<file path="src/rtl/mfp_ahb_timer_slave_if.sv">
// AHB-Lite slave-port signal bundle for the timer slave.
// Signal names mirror the AHB-Lite matrix port names.
interface mfp_ahb_timer_slave_if;
  logic [31:0] HADDR;
  logic [2:0]  HBURST;
  logic        HMASTLOCK;
  logic [3:0]  HPROT;
  logic        HSEL;
  logic [2:0]  HSIZE;
  logic [1:0]  HTRANS;
  logic [31:0] HWDATA;
  logic        HWRITE;
  logic [31:0] HRDATA;
  logic        HREADY;
  logic        HRESP;
  logic        SI_Endian;

  modport master (
    output HADDR, HBURST, HMASTLOCK, HPROT, HSEL, HSIZE, HTRANS, HWDATA, HWRITE, SI_Endian,
    input  HRDATA, HREADY, HRESP
  );

  modport slave (
    input  HADDR, HBURST, HMASTLOCK, HPROT, HSEL, HSIZE, HTRANS, HWDATA, HWRITE, SI_Endian,
    output HRDATA, HREADY, HRESP
  );
endinterface

</file>
<file path="src/rtl/mfp_ahb_timer_slave.sv">
// Zero-wait-state AHB-Lite slave: 32-bit down-counting timer with prescaler,
// auto-reload and a registered level interrupt.
module mfp_ahb_timer_slave #(
  parameter int unsigned PRESCALE_W = 16,
  parameter logic [31:0] LOAD_RESET = 32'h0000_0000
) (
  input  logic                  HCLK,
  input  logic                  HRESET,
  mfp_ahb_timer_slave_if.slave  ahb,
  output logic                  IRQ
);

  localparam logic [2:0] OffCtrl     = 3'd0;
  localparam logic [2:0] OffLoad     = 3'd1;
  localparam logic [2:0] OffCount    = 3'd2;
  localparam logic [2:0] OffStatus   = 3'd3;
  localparam logic [2:0] OffPrescale = 3'd4;

  // Data-phase state captured at the end of the address phase
  logic [2:0] addr_q;
  logic       write_q, size_ok_q, valid_q;

  logic                  en_q, en_d;
  logic                  reload_q, reload_d;
  logic                  ie_q, ie_d;
  logic [31:0]           load_q, load_d;
  logic [31:0]           count_q, count_d;
  logic                  expired_q, expired_d;
  logic [PRESCALE_W-1:0] prescale_q, prescale_d;
  logic [PRESCALE_W-1:0] pre_cnt_q, pre_cnt_d;
  logic                  irq_q;

  logic        wr_en, wr_ctrl, wr_load, wr_count, wr_status, wr_prescale;
  logic        tick, expire;
  logic [31:0] rdata;

  logic unused_bits;
  assign unused_bits = ^{ahb.HADDR[31:5], ahb.HADDR[1:0], ahb.HBURST, ahb.HMASTLOCK,
                         ahb.HPROT, ahb.SI_Endian};

  always_comb begin
    wr_en       = valid_q & write_q & size_ok_q;
    wr_ctrl     = wr_en & (addr_q == OffCtrl);
    wr_load     = wr_en & (addr_q == OffLoad);
    wr_count    = wr_en & (addr_q == OffCount);
    wr_status   = wr_en & (addr_q == OffStatus);
    wr_prescale = wr_en & (addr_q == OffPrescale);
    tick        = en_q & (pre_cnt_q == prescale_q);
    expire      = tick & (count_q == '0);
  end

  always_comb begin
    en_d       = en_q;
    reload_d   = reload_q;
    ie_d       = ie_q;
    if (expire && !reload_q) en_d = 1'b0;
    // Bus write overrides the one-shot auto-disable on the same edge
    if (wr_ctrl) {ie_d, reload_d, en_d} = ahb.HWDATA[2:0];

    load_d = wr_load ? ahb.HWDATA : load_q;

    count_d = count_q;
    if (tick) begin
      if (count_q != '0) count_d = count_q - 1'b1;
      else if (reload_q) count_d = load_q;
    end
    if (wr_count) count_d = ahb.HWDATA;

    // W1C first so a coincident expiry still sets the flag
    expired_d = expired_q;
    if (wr_status && ahb.HWDATA[0]) expired_d = 1'b0;
    if (expire) expired_d = 1'b1;

    prescale_d = wr_prescale ? ahb.HWDATA[PRESCALE_W-1:0] : prescale_q;

    if (wr_prescale || (wr_ctrl && !en_q && ahb.HWDATA[0]) || !en_q || tick) begin
      pre_cnt_d = '0;
    end else begin
      pre_cnt_d = pre_cnt_q + 1'b1;
    end
  end

  always_ff @(posedge HCLK or posedge HRESET) begin
    if (HRESET) begin
      addr_q     <= '0;
      write_q    <= 1'b0;
      size_ok_q  <= 1'b0;
      valid_q    <= 1'b0;
      en_q       <= 1'b0;
      reload_q   <= 1'b0;
      ie_q       <= 1'b0;
      load_q     <= LOAD_RESET;
      count_q    <= '0;
      expired_q  <= 1'b0;
      prescale_q <= '0;
      pre_cnt_q  <= '0;
      irq_q      <= 1'b0;
    end else begin
      addr_q     <= ahb.HADDR[4:2];
      write_q    <= ahb.HWRITE;
      size_ok_q  <= (ahb.HSIZE == 3'b010);
      valid_q    <= ahb.HSEL & ahb.HTRANS[1];
      en_q       <= en_d;
      reload_q   <= reload_d;
      ie_q       <= ie_d;
      load_q     <= load_d;
      count_q    <= count_d;
      expired_q  <= expired_d;
      prescale_q <= prescale_d;
      pre_cnt_q  <= pre_cnt_d;
      irq_q      <= expired_q & ie_q;
    end
  end

  always_comb begin
    rdata = '0;
    case (addr_q)
      OffCtrl:     rdata[2:0] = {ie_q, reload_q, en_q};
      OffLoad:     rdata = load_q;
      OffCount:    rdata = count_q;
      OffStatus:   rdata[0] = expired_q;
      OffPrescale: rdata[PRESCALE_W-1:0] = prescale_q;
      default:     rdata = '0;
    endcase
  end

  assign ahb.HRDATA = (valid_q && !write_q) ? rdata : '0;
  assign ahb.HREADY = 1'b1;
  assign ahb.HRESP  = 1'b0;
  assign IRQ        = irq_q;

endmodule

</file>
<file path="src/flat_wrapper.sv">
// flat-port wrapper written by rule: the top's interface ports become plain ports
module mfp_ahb_timer_slave_flat 
#(
  parameter int unsigned PRESCALE_W = 16,
  parameter logic [31:0] LOAD_RESET = 32'h0000_0000
)
  (HCLK, HRESET, IRQ, ahb_HADDR, ahb_HBURST, ahb_HMASTLOCK, ahb_HPROT, ahb_HSEL, ahb_HSIZE, ahb_HTRANS, ahb_HWDATA, ahb_HWRITE, ahb_SI_Endian, ahb_HRDATA, ahb_HREADY, ahb_HRESP);
  mfp_ahb_timer_slave_if ahb_i ();
  input  logic HCLK;
  input  logic HRESET;
  output logic IRQ;
  input wire logic [$bits(ahb_i.HADDR)-1:0] ahb_HADDR;
  input wire logic [$bits(ahb_i.HBURST)-1:0] ahb_HBURST;
  input wire logic [$bits(ahb_i.HMASTLOCK)-1:0] ahb_HMASTLOCK;
  input wire logic [$bits(ahb_i.HPROT)-1:0] ahb_HPROT;
  input wire logic [$bits(ahb_i.HSEL)-1:0] ahb_HSEL;
  input wire logic [$bits(ahb_i.HSIZE)-1:0] ahb_HSIZE;
  input wire logic [$bits(ahb_i.HTRANS)-1:0] ahb_HTRANS;
  input wire logic [$bits(ahb_i.HWDATA)-1:0] ahb_HWDATA;
  input wire logic [$bits(ahb_i.HWRITE)-1:0] ahb_HWRITE;
  input wire logic [$bits(ahb_i.SI_Endian)-1:0] ahb_SI_Endian;
  output wire logic [$bits(ahb_i.HRDATA)-1:0] ahb_HRDATA;
  output wire logic [$bits(ahb_i.HREADY)-1:0] ahb_HREADY;
  output wire logic [$bits(ahb_i.HRESP)-1:0] ahb_HRESP;
  assign ahb_i.HADDR = ahb_HADDR;
  assign ahb_i.HBURST = ahb_HBURST;
  assign ahb_i.HMASTLOCK = ahb_HMASTLOCK;
  assign ahb_i.HPROT = ahb_HPROT;
  assign ahb_i.HSEL = ahb_HSEL;
  assign ahb_i.HSIZE = ahb_HSIZE;
  assign ahb_i.HTRANS = ahb_HTRANS;
  assign ahb_i.HWDATA = ahb_HWDATA;
  assign ahb_i.HWRITE = ahb_HWRITE;
  assign ahb_i.SI_Endian = ahb_SI_Endian;
  assign ahb_HRDATA = ahb_i.HRDATA;
  assign ahb_HREADY = ahb_i.HREADY;
  assign ahb_HRESP = ahb_i.HRESP;
  mfp_ahb_timer_slave #(.PRESCALE_W(PRESCALE_W), .LOAD_RESET(LOAD_RESET)) u_core (.HCLK(HCLK), .HRESET(HRESET), .ahb(ahb_i), .IRQ(IRQ));
endmodule
</file>
<file path="config.mk">
export PLATFORM = sky130hd
export DESIGN_NAME = mfp_ahb_timer_slave_flat
export DESIGN_NICKNAME = d
export VERILOG_FILES = /design/src/rtl/mfp_ahb_timer_slave_if.sv /design/src/rtl/mfp_ahb_timer_slave.sv /design/src/flat_wrapper.sv
export SDC_FILE = /design/constraint.sdc
export NUM_CORES = 1
export LEC_CHECK = 0
export BUFFER_PORTS_ARGS = -buffer_cell sky130_fd_sc_hd__buf_2
export CORE_MARGIN = 5
export CORE_UTILIZATION = 60
export DETAILED_ROUTE_END_ITERATION = 10
export PLACE_DENSITY_LB_ADDON = 0.1
export SLEW_MARGIN = 40
export SYNTH_ARGS = -nofsm -noshare
export SYNTH_HDL_FRONTEND = slang
export SYNTH_SLANG_ARGS = --single-unit
</file>
<file path="constraint.sdc">
create_clock -name HCLK -period 5.9 [get_ports HCLK]
set_input_delay 0.59 -clock HCLK [delete_from_list [all_inputs] [get_ports HCLK]]
set_output_delay 0.59 -clock HCLK [all_outputs]
set_load 0.01 [all_outputs]
</file>
== After elaboration in Yosys (flattened, before gate mapping) ==
Index checks and enable logic that the tools add are counted.
Storage, ports and cells
  bits in writable memories: 0
  memories: 0
  register bits after elaboration: 107
  word-level logic and storage cells: 65
  input port bits: 82
  ROM bits: 0
  bits in latches: 0
Cells by class
  multiply operators: 0
  reductions and logical operators: 19
  mux-type cells: 14
  $add $sub $neg: 2
  divide/modulo/power cells: 0
  equality and inequality tests: 6
  order comparisons: 0
  bitwise logic cells: 11
  shift-type cells: 0
Operators by type and width (count)
  2-to-1 mux 32 bit: 5
  one-hot mux 13 bit (3 select lines): 1
  zero test 32 bit: 1
  one-hot mux 16 bit (2 select lines): 1
  nonzero test 32 bit: 1
  subtractor 32 x 1 -> 32 bit, second input constant: 1
  adder 16 x 1 -> 16 bit, second input constant: 1
  == test 16 bit: 1
  2-to-1 mux 16 bit: 1
  bitwise AND 1 bit: 11
  == test 3 x 2 -> 1 bit, second input constant: 3
  one-hot mux 2 bit (4 select lines): 1
  nonzero test 2 bit: 3
  logical AND 1 bit: 5
  one-hot mux 1 bit (5 select lines): 1
  2-to-1 mux 1 bit: 4
  == test 3 x 1 -> 1 bit, second input constant: 1
  == test 3 bit, second input constant: 1
  zero test 1 bit: 3
  zero test 3 bit: 1
  logical OR 1 bit: 3
  nonzero test 3 bit: 1
  AND reduction 2 bit: 1

== Depth between registers and ports, before layout ==
Gate-level depths: netlist (run 1).
  word-level depth: 9
  depth in mapped cells: 10

== Worst setup path after synthesis (run 1) ==
OpenSTA, ideal clock, no wires.
  path type: reg-to-reg
  from: register u_core.count_q[0]
  to: register u_core.count_q[26]
  arrival time: 2.519 ns
  setup slack: 3.257 ns
  clock period less this slack: 2.643 ns
  stages on the path, launching flop included: 10
  path buffers: 1
  required time: 5.776 ns
  cell sequence: dfrtp_1 -> inv_1 -> ha_1 -> or4b_1 -> or4_4 -> or3_1 -> o2111ai_2 -> buf_4 -> a21oi_1 -> o31a_1
On the way
  longest elaborated chain between the ends: 4
  elaborated cells between the ends (all ways): 7
  those cells by class: add/sub (1); mux (3); reduce/logical (3)
RTL lines
  start: declaration: line mfp_ahb_timer_slave.sv:27  | logic [31:0] count_q, count_d;
  start signal: assignment: line mfp_ahb_timer_slave.sv:107  | count_q <= count_d;
  subtractor 32 x 1 -> 32 bit or nonzero test 32 bit (tied branches): line mfp_ahb_timer_slave.sv:64  | if (count_q != '0) count_d = count_q - 1'b1;
  2-to-1 mux 32 bit: line mfp_ahb_timer_slave.sv:64
  2-to-1 mux 32 bit: line mfp_ahb_timer_slave.sv:63  | if (tick) begin
  2-to-1 mux 32 bit: line mfp_ahb_timer_slave.sv:67  | if (wr_count) count_d = ahb.HWDATA;
Several ways; a longest one is shown, not always the timed one. The select of a mux whose other input is x is not followed.
A chain may end at the register's enable or synchronous reset.

== Worst setup path in the final report (run 1) ==
  from: register u_core.count_q[3]
  to: register u_core.count_q[0]
On the way
  longest elaborated chain between the ends: 4
  elaborated cells between the ends (all ways): 6
  those cells by class: mux (3); reduce/logical (3)
RTL lines (line)
  nonzero test 32 bit (*): mfp_ahb_timer_slave.sv:64
  2-to-1 mux 32 bit: mfp_ahb_timer_slave.sv:64
  2-to-1 mux 32 bit: mfp_ahb_timer_slave.sv:63
  2-to-1 mux 32 bit: mfp_ahb_timer_slave.sv:67
Every way passes the cells marked *; elsewhere a longest branch is shown, timed or not. The select of a mux whose other input is x is not followed.

==> flow_summary.toml, run 1 <==
[outcome]
status = "finished clean"

[floorplanning]
initial_utilization = 0.607
io_pins = 117
placementRows = 38
dieWidth_um = 114
coreArea_um2 = 10700
die_y_um = 114
dieArea_um2 = 13000

[power_and_ir_drop]
ir_worst_vdd_mv = 0.176
p_leak_nw = 3.15
power.total_w = 0.00193
power.density_nw_per_um2 = 269

[synth]
ys_seq_area_frac = 0.413
synth-edff-count = 0
yosysWarnings = 0
synthArstFlopShare = 1.00
syn-cell-area_um2 = 6490
yosys.cell_types.count = 63
ys.flop_type = "dfrtp_1"
synthCells = 715
synth_area_per_cell_um2 = 9.08
ys_ff_latch = 107
synth_nets = 800

[finish]
final_common_cell = "nor2_1"
layout-drive-gt1-share = 0.232
layout_common_cells = "108 x nor2_1, 106 x dfrtp_1, 75 x buf_2"
area_delta_synth_final_pct = 10.3
post-route-util = 0.669
diodes = 0
nets = 848

[timing]
fin_skew_ns = 0.0130
hold_viol = 0
worst_pin_slew_ns = 0.774
period_needed_ns = 3.57
finalMaxSlewViolations = 0
slew_headroom = 0.484
setup_viol_count_final = 0
rsz0062_at_grt = "false"
fin_crit_sh = 0.606
fmax_ghz = 0.280
fin_setup_tns_ns = 0

[setup_path]
crit_path_start_kind = "register"
required_ns = 6.20
critPathMaxFanout = 20
crit_arrival_ns = 3.87
end_kind = "register"
path_class = "register to register"
cp_slowest_cell = "or3_2"
cp_cell_sequence = "nor3_1 > nand3_1 > or3_2 > o2111ai_4 > mux2_2 > o21ai_0"
max_stage_delay_ns = 0.92

[global_route]
overflow = 0
grt_max_degree = 66
grt_first_pass_wirelength_mm = 30.0
antenna_found_initial = 0
grt_pass1_vias = 5914
gr-usage-all-layers = 0.289

[detailed_routing]
drcViolationCount = 0
vias = 5922
ant_nets = 0
viasPerCell = 6.53
wl_mm = 18.4
first_pass_iters = 7
drt_iter0_drc = 579
wire_per_inst_um = 20.3

[cts]
post_cts_buffers = 0
clk_pin_slew_worst_paths_ns = 0.10
cts_tree = "yes"
cts_buffers = 9
cts_root_buf = "clkbuf_8"
clock_sinks = 107
postCtsHoldBufs = 0
insertion_delay_ns = 0.37
cts_resized = 0
cts_buffer_depth = 2
cts-htree-levels = 3

[run]
maxCapViolations = 0

[worst_hold_path]
hp-class = "input port to async pin"

[placed_design]
io_buffers = 75
gp_congestion = 0.916
place_hpwl_mm = 12.7
[cell type report]
cell class	instances	area, um^2
well taps	140	175
flip-flops and latches	107	2680
multi-input cells	552	3610
clock buffers	12	165
inverters	9	36.3
repair buffers	84	447
clock inverters	3	46.3
fillers	912	3540
[cells in the mapped netlist, drive strengths merged, types with 16 or more instances]
cell type / number / area share
o31ai: 16 / 0.019
a31oi: 24 / 0.023
clkbuf: 29 / 0.017
nand2: 35 / 0.020
buf: 18 / 0.017
xnor2: 17 / 0.023
nand3: 16 / 0.012
nor3: 24 / 0.019
mux2: 54 / 0.094
dfrtp: 107 / 0.41
nor2: 109 / 0.063
a22oi: 30 / 0.035
o21ai: 36 / 0.028
a21oi: 42 / 0.033
[report_power, final]
group	switching, W	leakage [nW]	internal, W
clock network	0.000252	0.105	0.000230
logic	0.000304	1.68	0.000209
registers	0.000118	1.36	0.000814
total	0.000674	3.15	0.00125
[worst max-delay path, delay by kind of cell, from the launching register on]
kind | cells | cell delay [ns]
AO/OA/AOI/OAI | 2 | 0.69
flip-flops | 1 | 0.48
multiplexers | 1 | 0.39
AND/OR/NAND/NOR | 3 | 1.93
[sequential cells by signal, indices dropped and copies added (netlist names)]
register           flops
u_core.addr_q          3
u_core.valid_q         1
u_core.load_q         32
u_core.ie_q            1
u_core.size_ok_q       1
u_core.write_q         1
u_core.prescale_q     16
u_core.count_q        32
u_core.en_q            1
u_core.reload_q        1
u_core.pre_cnt_q      16
u_core.IRQ             1
u_core.expired_q       1
[metal layers]
layer | up-vias | routed length (um) | global-route usage | share of wire
met1 | 2884 | 7510 | 0.381 | 0.41
met3 | 45 | 1360 | 0.0451 | 0.074
li1 | 2688 | - | - | -
met4 | 0 | 463 | 0.111 | 0.025
met5 | - | 0 | 0 | 0
met2 | 305 | 9090 | 0.482 | 0.49
[final timing paths]
kind	startpoint	endpoint	slack, ns	depth (start not counted)
max reg2reg	u_core.count_q[3]	u_core.count_q[0]	2.33	6
max in group asynchronous	HRESET	u_core.addr_q[2]	4.63	3
min reg2reg	u_core.ie_q	u_core.IRQ	0.53	1
min in group HCLK	ahb_HADDR[4]	u_core.addr_q[2]	0.32	1
max	u_core.count_q[3]	u_core.count_q[0]	2.33	6
min	HRESET	u_core.pre_cnt_q[0]	0.26	2
[kinds of logic (layout without fill, tap and decap cells)]
kind of cell,Yosys count,in the layout,share of synthesized area
and+or+nand+nor,275,275,0.213
AOI/OAI and AO/OA,179,179,0.180
DFF,107,107,0.413
muxes,62,62,0.106
buffers and inverters,56,108,0.0389
xor gates and xnor gates,31,31,0.0418
adders and majority gates,3,3,0.00578
other,2,2,0.00116
[metrics by stage]
step	worst slack [ns]	hold WS (ns)	instance area, um^2	cells
3_5_place_dp	2.15	0.499	6920	892
3_3_place_gp	2.21	0.490	6890	890
5_1_grt	2.15	0.290	7160	907
4_1_cts	2.10	0.276	7130	907
6_report	2.33	0.265	7160	907
2_1_floorplan	2.49	0.471	6490	715
(Power assumes the default switching activity.)
==> inputs of run 2 (changes only) <==
Settings changed: CORE_UTILIZATION 60 to 51.
Clock period 5.9 ns to 3.15 ns, I/O delays scaled along.
==> flow_summary.toml, run 2 (synthesis gave the netlist of run 1 again) <==
[outcome]
status = "finished clean"

[timing]
fmax_ghz = 0.341
finalMaxSlewViolations = 0
rsz0062_at_grt = "false"
hold_viol = 0
setup_viol_count_final = 0
worst_pin_slew_ns = 0.834
period_needed_ns = 2.93
fin_crit_sh = 0.930
slew_headroom = 0.444
fin_skew_ns = 0.00975
fin_setup_tns_ns = 0

[setup_path]
max_stage_delay_ns = 0.46
cp_slowest_cell = "or4_4"
cp_num_buf_inv = 2
end_kind = "register"
required_ns = 3.40
crit_arrival_ns = 3.17
rrSetupSlack_ns = 0.22
crit_path_start_kind = "register"
critPathMaxFanout = 6
cp_cell_sequence = "inv_1 > ha_1 > or4b_1 > or4_4 > or3_1 > o2111ai_4 > buf_4 > a21oi_1 > o31a_1"
path_class = "register to register"
path_delay_family = "simple AND/OR/NAND/NOR gates"

[worst_hold_path]
hp-class = "input port to async pin"

[finish]
final_common_cell = "nor2_1"
layout_common_cells = "108 x nor2_1, 107 x dfrtp_1, 75 x buf_2"
layout-drive-gt1-share = 0.246
nets = 871
area_delta_synth_final_pct = 14.1
post-route-util = 0.589
num-fill-cells = 1157
top_regs = "u_core.count_q (32), u_core.load_q (32)"
diodes = 0
fin_cells = 962

[detailed_routing]
drt_iter0_drc = 563
viasPerCell = 6.03
drcViolationCount = 0
vias = 5798
first_pass_iters = 6
wl_mm = 18.7
ant_nets = 0
wire_per_inst_um = 19.4

[global_route]
antenna_found_initial = 0
grt_first_pass_wirelength_mm = 30.3
grt_max_degree = 53
overflow = 0
gr-usage-all-layers = 0.257
grt_pass1_vias = 5828

[cts]
clk_pin_slew_worst_paths_ns = 0.07
clock_sinks = 107
cts_tree = "yes"
cts_root_buf = "clkbuf_16"
postCtsHoldBufs = 0
cts_buffer_depth = 2
cts_buffers = 9
insertion_delay_ns = 0.36
cts-htree-levels = 3

[floorplanning]
die_y_um = 123
coreArea_um2 = 12600
initial_utilization = 0.516
dieArea_um2 = 15100
placementRows = 41
dieWidth_um = 123
io_pins = 117

[placed_design]
place_hpwl_mm = 13.6
io_buffers = 75
place_inst = 947
gp_congestion = 0.929

[run]
maxCapViolations = 0

[power_and_ir_drop]
power.density_nw_per_um2 = 515
ir_worst_vdd_mv = 0.434
p_leak_nw = 3.27
-- run 2: through the flow --
stage | hold WS (ns) | total power [W] | setup slack (ns) | cell area [um^2]
global route | 0.0413 | 0.00402 | 0.0832 | 7400
floorplan | 0.346 | 0.00241 | 0.0178 | 6490
CTS | 0.0447 | 0.00382 | 0.149 | 7390
global placement | 0.423 | 0.00270 | 0.217 | 7110
detailed placement | 0.425 | 0.00274 | 0.178 | 7110
finish | 0.0537 | 0.00381 | 0.222 | 7400
-- run 2: path summary, 6_finish.rpt --
kind,depth (start not counted),endpoint,startpoint
worst max register to register,9,u_core.count_q[26],u_core.count_q[0]
min in group HCLK,1,u_core.addr_q[0],ahb_HADDR[2]
worst max-delay path,9,u_core.count_q[26],u_core.count_q[0]
worst min-delay path,2,u_core.ie_q,HRESET
worst min register to register,1,u_core.IRQ,u_core.ie_q
max in group asynchronous,3,u_core.count_q[16],HRESET
-- run 2: area by class of cell --
| type | instances | area, um^2 | area share |
|---|---|---|---|
| Clock buffer | 10 | 239 | 0.0323 |
| Clock inverter | 5 | 37.5 | 0.00507 |
| Inverter | 9 | 36.3 | 0.00490 |
| Multi-Input combinational cell | 552 | 3580 | 0.484 |
| Sequential cell | 107 | 2680 | 0.362 |
| Tap cell | 172 | 215 | 0.0291 |
| Timing Repair Buffer | 107 | 616 | 0.0832 |
-- run 2: power by group --
| group | switching (W) | internal [W] | total, W |
|---|---|---|---|
| clock | 0.000521 | 0.000556 | 0.00108 |
| sequential | 0.000201 | 0.00152 | 0.00173 |
| combinational | 0.000587 | 0.000424 | 0.00101 |
| total | 0.00131 | 0.00251 | 0.00381 |
-- run 2: worst register-to-register path, cell delays in order, from the launching register on --
cell and delay (ns):
dfrtp_1 0.38, inv_1 0.13, ha_1 0.19, or4b_1 0.44
or4_4 0.46, or3_1 0.40, o2111ai_4 0.33, buf_4 0.21
a21oi_1 0.04, o31a_1 0.23
-- run 2: per-layer routing --
layer | track usage | share of wire
met5 | 0 | 0
met4 | 0.0791 | 0.020
met3 | 0.0512 | 0.052
met2 | 0.438 | 0.50
met1 | 0.331 | 0.43
-- run 2: what timing repair did --
action	4_1_cts	5_1_grt
endpoints found under the setup margin	0	1
buffers inserted	0	0
gates resized for setup	0	1
